[src/rtl/usb_pkg.sv]
// Shared definitions for the USB device-mode transmit sequencer:
// received PID codes, transmit commands and sequencer states.
package usb_pkg;

    localparam logic [2:0] PidNone  = 3'd0;
    localparam logic [2:0] PidOut   = 3'd1;
    localparam logic [2:0] PidIn    = 3'd2;
    localparam logic [2:0] PidData0 = 3'd3;
    localparam logic [2:0] PidData1 = 3'd4;
    localparam logic [2:0] PidAck   = 3'd5;
    localparam logic [2:0] PidNak   = 3'd6;

    typedef enum logic [1:0] {
        TxNone = 2'b00,
        TxData = 2'b01,
        TxAck  = 2'b10,
        TxNak  = 2'b11
    } tx_cmd_t;

    typedef logic [2:0] seq_state_t;

    localparam seq_state_t StIdle     = 3'd0;
    localparam seq_state_t StOutWait  = 3'd1;
    localparam seq_state_t StTurn     = 3'd2;
    localparam seq_state_t StIssue    = 3'd3;
    localparam seq_state_t StTxActive = 3'd4;
    localparam seq_state_t StAckWait  = 3'd5;

    function automatic logic is_data_pid(input logic [2:0] pid);
        return (pid == PidData0) || (pid == PidData1);
    endfunction

endpackage

[src/rtl/seq_timer.sv]
// Clearable up-counter that flags the last cycle before a programmable limit.
module seq_timer #(
    parameter int unsigned Width = 8
) (
    input  logic             clk,
    input  logic             rst,
    input  logic             clear,
    input  logic             enable,
    input  logic [Width-1:0] limit,
    output logic             expired
);

    logic [Width-1:0] count_q;

    always_ff @(posedge clk) begin
        if (rst || clear) begin
            count_q <= '0;
        end else if (enable) begin
            count_q <= count_q + 1'b1;
        end
    end

    assign expired = enable && (count_q == limit - 1'b1);

endmodule

[src/rtl/usb_tx_sequencer.sv]
// Device-mode endpoint sequencer: decodes tokens/handshakes, tracks DATA toggles and
// issues DATA/ACK/NAK commands to the tx engine after a fixed bus turnaround.
module usb_tx_sequencer
    import usb_pkg::*;
#(
    parameter int unsigned TURNAROUND   = 16,
    parameter int unsigned RESP_TIMEOUT = 144
) (
    input  logic       clk,
    input  logic       rst,
    input  logic       rx_data_ready,
    input  logic [2:0] rx_packet,
    input  logic       rx_error,
    input  logic       tx_data_armed,
    input  logic [6:0] tx_byte_count,
    input  logic [6:0] buffer_occupancy,
    input  logic       tx_transfer_active,
    input  logic       tx_error,
    input  logic       clear_toggles,
    output logic [1:0] tx_packet,
    output logic       tx_pid_toggle,
    output logic       tx_done,
    output logic       flush,
    output logic       timeout,
    output logic       seq_busy
);

    localparam int unsigned MaxLimit = (TURNAROUND > RESP_TIMEOUT) ? TURNAROUND : RESP_TIMEOUT;
    localparam int unsigned TimerW   = $clog2(MaxLimit + 1);

    seq_state_t state_q, state_d;
    tx_cmd_t    resp_q, resp_d;
    tx_cmd_t    cmd_q, cmd_d;
    logic       seen_active_q, seen_active_d;
    logic       tx_tog_q, tx_tog_d;
    logic       rx_tog_q, rx_tog_d;
    logic       pid_tog_q, pid_tog_d;
    logic       done_q, done_d;
    logic       flush_q, flush_d;
    logic       timeout_q, timeout_d;

    logic              timer_en;
    logic              timer_expired;
    logic [TimerW-1:0] timer_limit;

    assign timer_en    = (state_q == StOutWait) || (state_q == StTurn) || (state_q == StAckWait);
    assign timer_limit = (state_q == StTurn) ? TimerW'(TURNAROUND) : TimerW'(RESP_TIMEOUT);

    // Any state change restarts the count, so every timed state begins at zero.
    seq_timer #(
        .Width (TimerW)
    ) u_timer (
        .clk     (clk),
        .rst     (rst),
        .clear   (state_d != state_q),
        .enable  (timer_en),
        .limit   (timer_limit),
        .expired (timer_expired)
    );

    always_comb begin
        state_d       = state_q;
        resp_d        = resp_q;
        seen_active_d = seen_active_q;
        tx_tog_d      = tx_tog_q;
        rx_tog_d      = rx_tog_q;
        cmd_d         = TxNone;
        pid_tog_d     = 1'b0;
        done_d        = 1'b0;
        flush_d       = 1'b0;
        timeout_d     = 1'b0;

        case (state_q)
            StIdle: begin
                if (rx_data_ready && !rx_error) begin
                    if (rx_packet == PidIn) begin
                        resp_d  = (tx_data_armed && (buffer_occupancy >= tx_byte_count)) ?
                                  TxData : TxNak;
                        state_d = StTurn;
                    end else if (rx_packet == PidOut) begin
                        state_d = StOutWait;
                    end
                end
            end
            StOutWait: begin
                if (rx_data_ready) begin
                    if (is_data_pid(rx_packet)) begin
                        if (rx_error) begin
                            flush_d = 1'b1;
                            state_d = StIdle;
                        end else begin
                            resp_d  = TxAck;
                            state_d = StTurn;
                            // A PID that does not match the expected toggle is a host retry.
                            if ((rx_packet == PidData1) == rx_tog_q) begin
                                rx_tog_d = ~rx_tog_q;
                            end else begin
                                flush_d = 1'b1;
                            end
                        end
                    end else begin
                        timeout_d = 1'b1;
                        state_d   = StIdle;
                    end
                end else if (timer_expired) begin
                    timeout_d = 1'b1;
                    state_d   = StIdle;
                end
            end
            StTurn: begin
                if (timer_expired) begin
                    state_d = StIssue;
                end
            end
            StIssue: begin
                cmd_d         = resp_q;
                pid_tog_d     = (resp_q == TxData) && tx_tog_q;
                seen_active_d = 1'b0;
                state_d       = StTxActive;
            end
            StTxActive: begin
                if (tx_error) begin
                    state_d = StIdle;
                end else if (tx_transfer_active) begin
                    seen_active_d = 1'b1;
                end else if (seen_active_q) begin
                    state_d = (resp_q == TxData) ? StAckWait : StIdle;
                end
            end
            StAckWait: begin
                if (rx_data_ready) begin
                    if ((rx_packet == PidAck) && !rx_error) begin
                        tx_tog_d = ~tx_tog_q;
                        done_d   = 1'b1;
                    end else begin
                        timeout_d = 1'b1;
                    end
                    state_d = StIdle;
                end else if (timer_expired) begin
                    timeout_d = 1'b1;
                    state_d   = StIdle;
                end
            end
            default: state_d = StIdle;
        endcase

        if (clear_toggles) begin
            tx_tog_d = 1'b0;
            rx_tog_d = 1'b0;
        end
    end

    always_ff @(posedge clk) begin
        if (rst) begin
            state_q       <= StIdle;
            resp_q        <= TxNone;
            cmd_q         <= TxNone;
            seen_active_q <= 1'b0;
            tx_tog_q      <= 1'b0;
            rx_tog_q      <= 1'b0;
            pid_tog_q     <= 1'b0;
            done_q        <= 1'b0;
            flush_q       <= 1'b0;
            timeout_q     <= 1'b0;
        end else begin
            state_q       <= state_d;
            resp_q        <= resp_d;
            cmd_q         <= cmd_d;
            seen_active_q <= seen_active_d;
            tx_tog_q      <= tx_tog_d;
            rx_tog_q      <= rx_tog_d;
            pid_tog_q     <= pid_tog_d;
            done_q        <= done_d;
            flush_q       <= flush_d;
            timeout_q     <= timeout_d;
        end
    end

    assign tx_packet     = cmd_q;
    assign tx_pid_toggle = pid_tog_q;
    assign tx_done       = done_q;
    assign flush         = flush_q;
    assign timeout       = timeout_q;
    assign seq_busy      = (state_q != StIdle);

endmodule

[config.mk]
export PLATFORM = sky130hd
export DESIGN_NAME = usb_tx_sequencer
export DESIGN_NICKNAME = d
export VERILOG_FILES = /design/src/rtl/usb_pkg.sv /design/src/rtl/seq_timer.sv /design/src/rtl/usb_tx_sequencer.sv
export SDC_FILE = /design/constraint.sdc
export NUM_CORES = 1
export LEC_CHECK = 0
export ABC_AREA = 1
export CAP_MARGIN = 20
export CORE_ASPECT_RATIO = 0.75
export CORE_MARGIN = 5
export CORE_UTILIZATION = 55
export CTS_CLUSTER_SIZE = 14
export DETAILED_ROUTE_END_ITERATION = 10
export MAX_ROUTING_LAYER = met4
export PLACE_DENSITY_LB_ADDON = 0.25
export SYNTH_ARGS = -nofsm -noshare
export SYNTH_HDL_FRONTEND = slang
export SYNTH_HIERARCHICAL = 1
export SYNTH_SLANG_ARGS = --single-unit
[constraint.sdc]
create_clock -name clk -period 6.6 [get_ports clk]
set_input_delay 1.32 -clock clk [delete_from_list [all_inputs] [get_ports clk]]
set_output_delay 1.32 -clock clk [all_outputs]
set_load 0.02 [all_outputs]
==> flow_metrics.env, run 1 <==
export IMPL_cp_start_kind="flip-flop"
export IMPL_drt_iter0_drc=151
export IMPL_synth_area_leaders="dfxtp_1, nand2_1, nor2_1"
export IMPL_drtPass1Iterations=4
export IMPL_cp_arrival_ps=3310
export IMPL_met3_usage_pct=4.40
export IMPL_finClkSkew_ps=1.20
export IMPL_yosys_area_top_type="dfxtp_1"
export IMPL_overflow=0
export IMPL_final_common_cell="nand2_1"
export IMPL_nets=351
export IMPL_clk_pin_slew_ps=80
export IMPL_syn_cell_area_um2=1620
export IMPL_cts_sinks=22
export IMPL_yosys_warnings=6
export IMPL_wl_um=3630
export IMPL_met2_usage_pct=28.0
export IMPL_grt_total_usage_pct=19.2
export IMPL_drv_cap=0
export IMPL_fp_row_count=17
export IMPL_initial_utilization_pct=56.3
export IMPL_drive_gt1_share_pct=6.33
export IMPL_stdcell_area_um2=2110
export IMPL_synth_seq_area_share_pct=27.2
export IMPL_finalNonFillerCells=354
export IMPL_final_max_slew_viol_count=0
export IMPL_cp_max_fo=8
export IMPL_grt_max_degree=14
export IMPL_areaGrowthSynthToFinish_pct=30.7
export IMPL_hold_path_class="reg2reg"
export IMPL_h_tree_depth=1
export IMPL_p_leak_nw=1.01
export IMPL_place_ws_ps=3340
export IMPL_vias=1652
export IMPL_clockBufferDepth=2
export IMPL_powerDensity_nw_per_um2=179
export IMPL_cp_common_cell="nand2_1"
export IMPL_peakVddDrop_mv=0.0993
export IMPL_num_antenna_cells=0
export IMPL_io_buffers=31
export IMPL_timing_fmax_mhz=320
export IMPL_drcViolationCount=0
export IMPL_core_area_um2=2870
export IMPL_cp_required_ps=6790
export IMPL_fin_ws_ps=3470
export IMPL_min_period_ps=3130
export IMPL_met1_usage_pct=26.5
export IMPL_die_h_um=57.0
export IMPL_final_util_pct=73.6
export IMPL_grt_pass1_wl_um=6200
export IMPL_path_cells="inv_1 > nor2_1 > nand2_1 > nand2_1 > nand3_1 > nor2_1 > nand2_1 > nor2_1 > nand3_1 > nor2_1 > nor2_1 > nand2_1 > nand2_1 > a21oi_1 > nand3_1 > nand2_1 > nand2_1 > nor2_1 > inv_1 > nor3_1"
export IMPL_busiest_layer="met2"
export IMPL_tritoncts="done"
export IMPL_synthDistinctLibCells=31
export IMPL_fin_tns_setup_ps=0
export IMPL_finalCritPeriodShare_pct=47.4
export IMPL_final_hold_violation_count=0
export IMPL_grt_pass1_vias=1430
export IMPL_cp_slowest_stage_delay_ps=350
export IMPL_setup_viol=0
export IMPL_syn_avg_cell_area_um2=6.17
export IMPL_cts_setup_buffers=0
export IMPL_hpwl_um=2900
export IMPL_routed_via_density=4.67
export IMPL_die_area_um2=4130
export IMPL_place_area_um2=2040
export IMPL_final_cell_mix="nand2_1, nor2_1, inv_1"
export IMPL_synth_top_area_share_pct=27.2
export IMPL_gp_congestion=0.883
export IMPL_wl_per_cell_um=10.3
export IMPL_critical_path_endpoint_type="flip-flop"
export IMPL_cp_slowest_cell="dfxtp_1"
export IMPL_ctsHoldBuffers=0
export IMPL_rsz0062_at_grt="no"
export IMPL_status="finished clean"
export IMPL_syn_instance_count=262
export IMPL_antenna_left=0
export IMPL_die_width_um=72.6
export IMPL_antenna_found_initial=0
export IMPL_cts_buffers=3
export IMPL_dpl_cell_count=350
export IMPL_yosys_register_bits=22
export IMPL_ctsResizeCount=0
export IMPL_cts_root_buf="clkbuf_8"
export IMPL_boundaryPins=32
export IMPL_insertion_delay_ps=260
export IMPL_critPathKind="reg2reg"
## report_power, final
part	internal [mW]	leakage, nW	switching [mW]
combinational	0.0467	0.795	0.0623
sequential	0.139	0.178	0.00563
clock	0.0810	0.0357	0.0439
total	0.267	1.01	0.112
## cells by family (layout without fill, tap and decap cells)
logic type               count (synthesis)  after routing  synth area share (%)
flip-flops                              22             22                  27.2
other                                    2             23                 0.465
adder cells (fa/ha/maj)                  9              9                  6.97
AO/OA/AOI/OAI                           25             25                  8.82
XOR/XNOR                                 7              7                  3.79
AND/OR/NAND/NOR                        154            154                  42.4
buffers and inverters                   43             76                  10.3
## path summary, 6_finish.rpt
check	endpoint	depth (start not counted)	startpoint	slack, ps
min reg2reg	tx_pid_toggle	1	resp_q[1]	460
max	u_timer/count_q[6]	20	state_q[1]	3470
max reg2reg	u_timer/count_q[6]	20	state_q[1]	3470
min	tx_pid_toggle	1	resp_q[1]	460
## area by class of cell
class / count / area [um2]
flip-flops and latches: 22 / 440
clock buffers: 3 / 41.3
multi-input cells: 218 / 1090
well taps: 38 / 47.5
inverters: 41 / 154
fillers: 244 / 759
clock inverters: 1 / 30.0
repair buffers: 31 / 310
## synth_stat cells
cell,count
or2_4,1
ha_1,9
nor3b_1,1
nor2_1,42
nor4_2,1
a21o_1,1
dfxtp_1,22
nand2_4,1
nand3_2,1
xnor2_1,3
o21bai_4,1
nor2_2,2
a21oi_1,16
inv_1,39
conb_1,2
nor3_2,1
o21ai_0,5
inv_2,2
nand2_1,72
nor3_1,2
nand4_1,4
buf_2,1
buf_4,1
xor2_1,4
nor2_4,2
nand3_1,18
o21ai_1,1
a31oi_1,1
nor4_1,1
nand2_2,4
or2_1,1
## metrics by stage
step / total power, mW / hold WS, ps
2_1_floorplan: 0.223 / 422
3_3_place_gp: 0.252 / 452
3_5_place_dp: 0.253 / 446
4_1_cts: 0.378 / 458
5_1_grt: 0.402 / 498
6_report: 0.379 / 461
## per-layer routing
layer / share of wire, % / vias to the layer above / wire (um)
met5: 0 / - / 0
met4: 2.1 / 0 / 76
met2: 42 / 60 / 1520
met1: 48 / 680 / 1750
met3: 7.7 / 10 / 281
li1: - / 902 / -
## state kept, by name, indices dropped and copies added, names as in the netlist
register / cells
rx_tog_q: 1
seen_active_q: 1
state_q: 3
flush: 1
u_timer/count_q: 8
tx_done: 1
tx_pid_toggle: 1
tx_packet: 2
resp_q: 2
timeout: 1
tx_tog_q: 1
## critical path, delay by kind of cell (launching register included)
| family | cells | cell delay, ps |
|---|---|---|
| AO/OA/AOI/OAI | 1 | 210 |
| AND/OR/NAND/NOR | 17 | 2270 |
| buffers and inverters | 2 | 220 |
| flip-flops | 1 | 350 |
(Power assumes the default switching activity.)
==> run 2: changes to the inputs <==
--- a/config.mk
+++ b/config.mk
@@ -9,7 +9,7 @@
 export CAP_MARGIN = 20
 export CORE_ASPECT_RATIO = 0.75
 export CORE_MARGIN = 5
-export CORE_UTILIZATION = 55
+export CORE_UTILIZATION = 51
 export CTS_CLUSTER_SIZE = 14
 export DETAILED_ROUTE_END_ITERATION = 10
 export MAX_ROUTING_LAYER = met4
==> constraint.sdc (replaced) <==
create_clock -name clk -period 3.1 [get_ports clk]
set_input_delay 0.62 -clock clk [delete_from_list [all_inputs] [get_ports clk]]
set_output_delay 0.62 -clock clk [all_outputs]
set_load 0.02 [all_outputs]
==> run 2 against run 1 <==
  * Via count rose by 0.85%
  * Setup slack worse by 3000 ps
  * Die area up 6.6%
  * Sequential power is 110% higher
==> flow_metrics.env, run 2 (synthesized netlist as in run 1, its figures left out) <==
export IMPL_final_cell_mix="nand2_1, nor2_1, inv_1"
export IMPL_clockBufferDepth=2
export IMPL_timing_fmax_mhz=375
export IMPL_wl_um=3720
export IMPL_cp_start_kind="flip-flop"
export IMPL_status="finished clean"
export IMPL_ctsHoldBuffers=0
export IMPL_fp_row_count=17
export IMPL_finalNonFillerCells=354
export IMPL_wl_per_cell_um=10.5
export IMPL_hpwl_um=3010
export IMPL_cp_max_fo=8
export IMPL_reg_largest_list="u_timer/count_q x8, state_q x3"
export IMPL_initial_utilization_pct=53.9
export IMPL_grt_max_degree=14
export IMPL_min_period_ps=2670
export IMPL_final_max_slew_viol_count=0
export IMPL_overflow=0
export IMPL_critPathKind="reg2reg"
export IMPL_h_tree_depth=1
export IMPL_critical_path_endpoint_type="flip-flop"
export IMPL_fin_tns_setup_ps=0
export IMPL_drt_iter0_drc=128
export IMPL_cp_slowest_stage_delay_ps=390
export IMPL_finalCritPeriodShare_pct=86.0
export IMPL_tritoncts="done"
export IMPL_areaGrowthSynthToFinish_pct=31.1
export IMPL_vias=1666
export IMPL_final_hold_violation_count=0
export IMPL_cp_arrival_ps=2870
export IMPL_routed_via_density=4.71
export IMPL_peakVddDrop_mv=0.243
export IMPL_path_cells="nor2_2 > nand2_1 > nand2_2 > nand3_1 > nor2_1 > nand2_1 > nor2_1 > nand3_1 > nor2_1 > nor2_1 > nand2_1 > nand2_1 > a21oi_1 > nand3_1 > nand2_1 > nand2_1 > nor2_2 > o21ai_0 > a21oi_1"
export IMPL_cts_buffers=3
export IMPL_antenna_left=0
export IMPL_worst_hold_slack_ps=465
export IMPL_finClkSkew_ps=2.07
export IMPL_drive_gt1_share_pct=7.28
export IMPL_num_antenna_cells=0
export IMPL_io_buffers=31
export IMPL_boundaryPins=32
export IMPL_nets=351
export IMPL_final_util_pct=70.7
export IMPL_insertion_delay_ps=260
export IMPL_drtPass1Iterations=4
export IMPL_gp_congestion=0.874
export IMPL_regMostFlops="u_timer/count_q"
export IMPL_p_leak_nw=1.01
export IMPL_hold_path_class="reg2reg"
export IMPL_grt_pass1_vias=1590
export IMPL_cp_slowest_cell="dfxtp_1"
export IMPL_drcViolationCount=0
export IMPL_drv_cap=0
export IMPL_grt_pass1_wl_um=6470
export IMPL_largest_reg_flops=8
export IMPL_cts_root_buf="clkbuf_8"
export IMPL_die_width_um=75.0
export IMPL_cts_sinks=22
export IMPL_core_area_um2=3000
export IMPL_antenna_found_initial=0
export IMPL_dpl_cell_count=350
export IMPL_grt_total_usage_pct=19.3
export IMPL_final_common_cell="nand2_1"
export IMPL_clk_pin_slew_ps=80
export IMPL_setup_viol=0
export IMPL_rsz0062_at_grt="no"
export IMPL_die_h_um=58.8
export IMPL_die_area_um2=4410
export IMPL_cp_common_cell="nand2_1"
export IMPL_cp_required_ps=3300
export IMPL_powerDensity_nw_per_um2=384
run 2: cell types whose count changed in the layout (fill, tap and decap cells not counted):
cell     change
nor2_2       +2
nand2_1      -1
nor2_1       -2
nand2_2      +1
run 2: routing by layer:
layer  up-vias  global-route usage (%)  routed length [um]
li1        905                       -                   -
met1       709                    25.7                1840
met2        48                    30.1                1600
met3         4                    3.92                 243
met4         0                    4.06                  31
met5         -                       -                   0
run 2: cell type report:
type	count	area, um2
Clock buffer	3	41.3
Timing Repair Buffer	31	310
Sequential cell	22	440
Clock inverter	1	30.0
Multi-Input combinational cell	218	1100
Fill cell	250	880
Inverter	41	154
Tap cell	38	47.5
run 2: final timing paths:
kind / start / endpoint / cells past startpoint / slack [ps]
worst min register to register: resp_q[1] / tx_pid_toggle / 1 / 470
worst max register to register: state_q[2] / u_timer/count_q[3] / 19 / 430
worst min-delay path: resp_q[1] / tx_pid_toggle / 1 / 470
worst max-delay path: state_q[2] / u_timer/count_q[3] / 19 / 430
run 2: timing repair:
| action | in CTS | in global routing |
|---|---|---|
| setup buffers | 0 | 0 |
| setup endpoints to repair | 0 | 8 |
| resized for setup | 0 | 3 |
run 2: through the flow:
step / total power [mW] / worst slack, ps / instance area, um2
final: 0.813 / 434 / 2120
after global routing: 0.870 / 55.4 / 2120
after CTS: 0.810 / 222 / 2110
after detailed placement: 0.539 / 277 / 2040
after global placement: 0.536 / 467 / 2040
after floorplan: 0.474 / 705 / 1700
run 2: power by group:
part / switching [mW] / internal, mW
clock: 0.0962 / 0.172
sequential: 0.0117 / 0.297
combinational: 0.135 / 0.101
run 2: worst max-delay path, delay by kind of cell, from the launching register on:
| kind | cells | cell delay, ps |
|---|---|---|
| and+or+nand+nor | 16 | 1790 |
| AOI/OAI and AO/OA | 3 | 450 |
| DFF | 1 | 390 |
==> run 3: changes to the inputs <==
--- a/config.mk
+++ b/config.mk
@@ -6,7 +6,8 @@
 export NUM_CORES = 1
 export LEC_CHECK = 0
 export ABC_AREA = 1
-export CAP_MARGIN = 20
+export ABC_CLOCK_PERIOD_IN_PS = 3100
+export CAP_MARGIN = 10
 export CORE_ASPECT_RATIO = 0.75
 export CORE_MARGIN = 5
 export CORE_UTILIZATION = 51
@@ -18,3 +19,4 @@
 export SYNTH_HDL_FRONTEND = slang
 export SYNTH_HIERARCHICAL = 1
 export SYNTH_SLANG_ARGS = --single-unit
+export TNS_END_PERCENT = 30
==> results of run 3 <==
Same layout as run 2: the final DEF is identical, and so are final timing and power.
